<file path="config.mk">
export PLATFORM = sky130hd
export DESIGN_NAME = sram_mem_responder
export DESIGN_NICKNAME = d
export VERILOG_FILES = /design/src/rtl/sram_mem_responder_pkg.sv /design/src/rtl/sram_mem_responder.sv
export SDC_FILE = /design/constraint.sdc
export NUM_CORES = 1
export LEC_CHECK = 0
export ABC_AREA = 1
export CORE_MARGIN = 3
export CORE_UTILIZATION = 25
export DETAILED_ROUTE_END_ITERATION = 10
export PLACE_DENSITY = 0.55
export SYNTH_ARGS = -nofsm -noshare
export SYNTH_HDL_FRONTEND = slang
export SYNTH_SLANG_ARGS = --single-unit
</file>
<file path="constraint.sdc">
create_clock -name clk -period 1.9 [get_ports clk]
set_input_delay 0.475 -clock clk [delete_from_list [all_inputs] [get_ports clk]]
set_output_delay 0.475 -clock clk [all_outputs]
set_load 0.005 [all_outputs]
</file>
<file path="src/rtl/sram_mem_responder_pkg.sv">
// rtl/sram_mem_responder_pkg.sv - shared widths, SRAM timing and FSM encoding for the data-memory responder
package sram_mem_responder_pkg;

  localparam int DEF_WORD_LEN      = 32;
  localparam int DEF_SRAM_ADDR_LEN = 18;
  localparam int DEF_SRAM_DATA_LEN = 16;
  localparam int DEF_DATA_BASE     = 1024;
  localparam int DEF_SRAM_WAIT     = 2;

  localparam int SRAM_STATE_LEN = 2;

  typedef enum logic [SRAM_STATE_LEN-1:0] {
    S_IDLE = 2'd0,
    S_LO   = 2'd1,
    S_HI   = 2'd2,
    S_DONE = 2'd3
  } sram_state_e;

  // True while a half-word access is on the SRAM pins.
  function automatic logic is_phase(input sram_state_e s);
    return (s == S_LO) || (s == S_HI);
  endfunction

endpackage

</file>
<file path="src/rtl/sram_mem_responder.sv">
// rtl/sram_mem_responder.sv - MEM-stage word load/store serviced as two half-word accesses on a 16-bit async SRAM
module sram_mem_responder
  import sram_mem_responder_pkg::*;
#(
  parameter int WORD_LEN      = DEF_WORD_LEN,
  parameter int SRAM_ADDR_LEN = DEF_SRAM_ADDR_LEN,
  parameter int SRAM_DATA_LEN = DEF_SRAM_DATA_LEN,
  parameter int DATA_BASE     = DEF_DATA_BASE,
  parameter int SRAM_WAIT     = DEF_SRAM_WAIT
) (
  input  logic                     clk,
  input  logic                     rst,
  input  logic                     MEM_R_EN,
  input  logic                     MEM_W_EN,
  input  logic [WORD_LEN-1:0]      ALU_res,
  input  logic [WORD_LEN-1:0]      ST_value,
  output logic [WORD_LEN-1:0]      dataMem_out,
  output logic                     ready,
  output logic [SRAM_ADDR_LEN-1:0] SRAM_ADDR,
  output logic [SRAM_DATA_LEN-1:0] SRAM_DQ_O,
  input  logic [SRAM_DATA_LEN-1:0] SRAM_DQ_I,
  output logic                     SRAM_DQ_OE,
  output logic                     SRAM_WE_N,
  output logic                     SRAM_OE_N
);

  localparam int CNT_W = $clog2(SRAM_WAIT);
  localparam logic [CNT_W-1:0] CNT_LOAD = CNT_W'(SRAM_WAIT - 1);

  sram_state_e              state_q, state_d;
  logic [CNT_W-1:0]         cnt_q, cnt_d;
  logic                     wr_q, wr_d;
  logic [WORD_LEN-1:0]      data_q, data_d;
  logic [SRAM_ADDR_LEN-1:0] addr_q, addr_d;
  logic [SRAM_DATA_LEN-1:0] dq_o_q, dq_o_d;
  logic                     dq_oe_q, dq_oe_d;
  logic                     we_n_q, we_n_d;
  logic                     oe_n_q, oe_n_d;

  logic                     req;
  logic                     last;
  logic                     in_phase;
  logic [WORD_LEN-1:0]      offset;
  logic [SRAM_ADDR_LEN-2:0] idx;
  logic                     unused_addr_bits;

  // Out-of-range addresses simply wrap inside the SRAM.
  assign offset           = ALU_res - WORD_LEN'(DATA_BASE);
  assign idx              = offset[SRAM_ADDR_LEN:2];
  assign unused_addr_bits = ^{offset[WORD_LEN-1:SRAM_ADDR_LEN+1], offset[1:0]};

  assign req   = MEM_R_EN | MEM_W_EN;
  assign last  = (cnt_q == '0);
  assign ready = ~req | (state_q == S_DONE);

  always_comb begin
    state_d = state_q;
    cnt_d   = cnt_q;
    wr_d    = wr_q;
    addr_d  = addr_q;
    data_d  = data_q;
    case (state_q)
      S_IDLE: begin
        if (req) begin
          wr_d    = MEM_W_EN;
          addr_d  = {idx, 1'b0};
          cnt_d   = CNT_LOAD;
          state_d = S_LO;
        end
      end
      S_LO: begin
        if (last) begin
          addr_d  = {idx, 1'b1};
          cnt_d   = CNT_LOAD;
          state_d = S_HI;
          if (!wr_q) data_d[SRAM_DATA_LEN-1:0] = SRAM_DQ_I;
        end else begin
          cnt_d = cnt_q - 1'b1;
        end
      end
      S_HI: begin
        if (last) begin
          state_d = S_DONE;
          if (!wr_q) data_d[WORD_LEN-1:SRAM_DATA_LEN] = SRAM_DQ_I;
        end else begin
          cnt_d = cnt_q - 1'b1;
        end
      end
      default: state_d = S_IDLE;
    endcase

    // Pin controls are registered, so derive them from the state being entered.
    in_phase = is_phase(state_d);
    we_n_d   = ~(in_phase && wr_d && (cnt_d != '0));
    oe_n_d   = ~(in_phase && !wr_d);
    dq_oe_d  = in_phase && wr_d;
    dq_o_d   = dq_o_q;
    if (in_phase && wr_d) begin
      dq_o_d = (state_d == S_HI) ? ST_value[WORD_LEN-1:SRAM_DATA_LEN]
                                 : ST_value[SRAM_DATA_LEN-1:0];
    end
  end

  always_ff @(posedge clk) begin
    if (!rst) begin
      state_q <= S_IDLE;
      cnt_q   <= '0;
      wr_q    <= 1'b0;
      data_q  <= '0;
      addr_q  <= '0;
      dq_o_q  <= '0;
      dq_oe_q <= 1'b0;
      we_n_q  <= 1'b1;
      oe_n_q  <= 1'b1;
    end else begin
      state_q <= state_d;
      cnt_q   <= cnt_d;
      wr_q    <= wr_d;
      data_q  <= data_d;
      addr_q  <= addr_d;
      dq_o_q  <= dq_o_d;
      dq_oe_q <= dq_oe_d;
      we_n_q  <= we_n_d;
      oe_n_q  <= oe_n_d;
    end
  end

  assign dataMem_out = data_q;
  assign SRAM_ADDR   = addr_q;
  assign SRAM_DQ_O   = dq_o_q;
  assign SRAM_DQ_OE  = dq_oe_q;
  assign SRAM_WE_N   = we_n_q;
  assign SRAM_OE_N   = oe_n_q;

endmodule

</file>
==> results.cfg <==
[final_layout]
area_growth_pct = 63.4
final_common_cell = clkdlybuf4s50_1
final_core_util_pct = 42.9
drive_gt1_share_pct = 10.1
mostFrequentLayoutCells = clkdlybuf4s50_1, nor2_1, dfxtp_1, nand2_1, o21ai_0
final_area_mm2 = 0.00502
final_cells = 710
diodes = 0
fin_nets = 648
multiInputGateArea_mm2 = 0.00143
seq_area_mm2 = 0.00146
num-fill-cells = 1226

[critical_path]
path_max_fanout = 2
critical_path_class = primary input to output pin
end_kind = output pin
crit_arrival_ps = 1340
start_kind = primary input
cp_data_required_time_ps = 1420
r2r_cells = 9

[hold_path]
hold_path_class = flop to flop
hold_depth = 2

[synthesis]
syn_area_mm2 = 0.00307
yosys_warnings = 0
synth_area_leaders = dfxtp_1, nor2_1, o21ai_0
synth_ff_type = dfxtp_1
seq_area_frac_synth_pct = 47.5
synth_top_cell_by_area = dfxtp_1
avgSynthCellArea_um2 = 7.32
synthesis.instances = 420
synthArstFlopShare_pct = 0
yosysTopAreaCellShare_pct = 47.5
synth_seq_cells = 73
yosys.cell_types.count = 25
syn_nets = 506
synth_edf_count = 0

[clock_network]
clkLatencyLatePin_ps = 330
holdBufCountCts = 0
cts_root_buffer = clkbuf_16
cts_max_level = 3
clk_pin_slew_ps = 60
cts_inserted_buffers = 9
clock_sinks = 73
clockBufferDepth = 2
cts_tree = built

[floorplan]
boundaryPins = 154
die_width_um = 117
rows = 39
start_util_pct = 26.2
dieHeight_um = 117
core_mm2 = 0.0117
dieArea_mm2 = 0.0137

[sta]
final.setup.tns_ps = 0
clock.fmax_mhz = 551
timing.final.hold_violations = 0
drv_slew = 0
setup_violations = 0
grt_setup_unrepaired = false
holdWs_ps = 470
setup_ws_ps = 86.6
fin_crit_sh_pct = 95.4
worstMarginPinSlew_ps = 334
maxSlewHeadroom_pct = 77.7
period_minus_slack_ps = 1810
fin_skew_ps = 6.48

[routing]
wl_per_cell_um = 13.1
drc = 0
firstDrtPassIters = 4
via_per_inst = 4.44
antenna_left = 0
drt_iter0_drc = 177
vias = 3150
wl_um = 9280

[global_route]
antenna_found_initial = 0
grt_pass1_vias = 3023
grt_usage_pct = 13.2
grt_pass1_wl_um = 14300
grt_max_degree = 45
grt_remaining_overflow = 0

[power]
power_mw = 5.33
p_leak_nw = 2.08
ir_drop_mv = 0.495
cellPowerDensity_mw_per_mm2 = 1060

[flow_run]
cap_violations = 0

[placement]
dp_cells = 692
port_buffers = 138
globalplace.congestion = 0.838
dpl_worst_slack_ps = -480
post-dp-hpwl_um = 6570
post_dp_cell_area_mm2 = 0.00464

[outcome]
outcome = completed
-- per-layer routing --
metal | up-vias | wire length (um) | global-route usage, %
li1 | 1627 | - | -
met1 | 1396 | 4190 | 15.9
met2 | 117 | 3990 | 21.1
met3 | 10 | 958 | 6.12
met4 | 0 | 143 | 4.20
met5 | - | 0 | 0
-- logic make-up (layout without fill, tap and decap cells) --
family	count (synthesis)	in the layout	synth area share, %
compound gates	94	94	16.8
fa+ha+maj	2	2	0.814
xor+xnor	2	2	0.570
buf+inv	50	197	7.81
simple gates	199	199	26.5
flops	73	73	47.5
-- path summary, 6_finish.rpt --
check / from / endpoint / slack (ps)
hold reg to reg: SRAM_ADDR[0] / SRAM_ADDR[0] / 470
setup reg to reg: state_q[1] / SRAM_DQ_O[14] / 180
hold / removal: SRAM_ADDR[0] / SRAM_ADDR[0] / 470
setup / recovery: MEM_R_EN / ready / 90
-- cell usage after synthesis (2+ instances only) --
| cell | count |
|---|---|
| a21boi_0 | 16 |
| a21oi_1 | 25 |
| buf_1 | 2 |
| buf_2 | 3 |
| buf_4 | 3 |
| buf_6 | 5 |
| clkbuf_1 | 9 |
| dfxtp_1 | 73 |
| ha_1 | 2 |
| inv_1 | 25 |
| inv_2 | 3 |
| nand2_1 | 59 |
| nand2_2 | 3 |
| nand3_1 | 22 |
| nor2_1 | 110 |
| nor2_2 | 2 |
| o21ai_0 | 50 |
-- worst max-delay path, stage by stage --
cell and delay, ps:
clkdlybuf4s50_1 450, inv_1 40, nand2_2 80, buf_4 120
nand2_1 40, buf_2 130
-- state kept, by name (all words and copies together), names as in the netlist --
register and count:
SRAM_ADDR 18, SRAM_WE_N 1, SRAM_OE_N 1, SRAM_DQ_OE 1, dataMem_out 32, wr_q 1, SRAM_DQ_O 16, cnt_q 1
state_q 2
-- report_power, final --
part | leakage, nW | switching, mW | internal (mW) | total (mW)
Combinational | 1.32 | 0.759 | 0.883 | 1.64
Clock | 0.151 | 0.640 | 1.12 | 1.76
Sequential | 0.601 | 0.138 | 1.79 | 1.93
-- cell type report --
type	count	area share [%]
well taps	143	3.56
flip-flops and latches	73	29.1
multi-input cells	297	28.5
inverters	28	2.17
repair inverters	1	0.149
clock inverters	4	0.996
clock buffers	12	5.31
repair buffers	152	30.2
-- repair_timing --
item / 4_1_cts / 5_1_grt
gates resized for setup: 19 / 17
endpoints found under the setup margin: 17 / 17
pin swaps: 1 / 4
cloned: 1 / 0
setup buffers: 1 / 1
(Power assumes the default switching activity.)
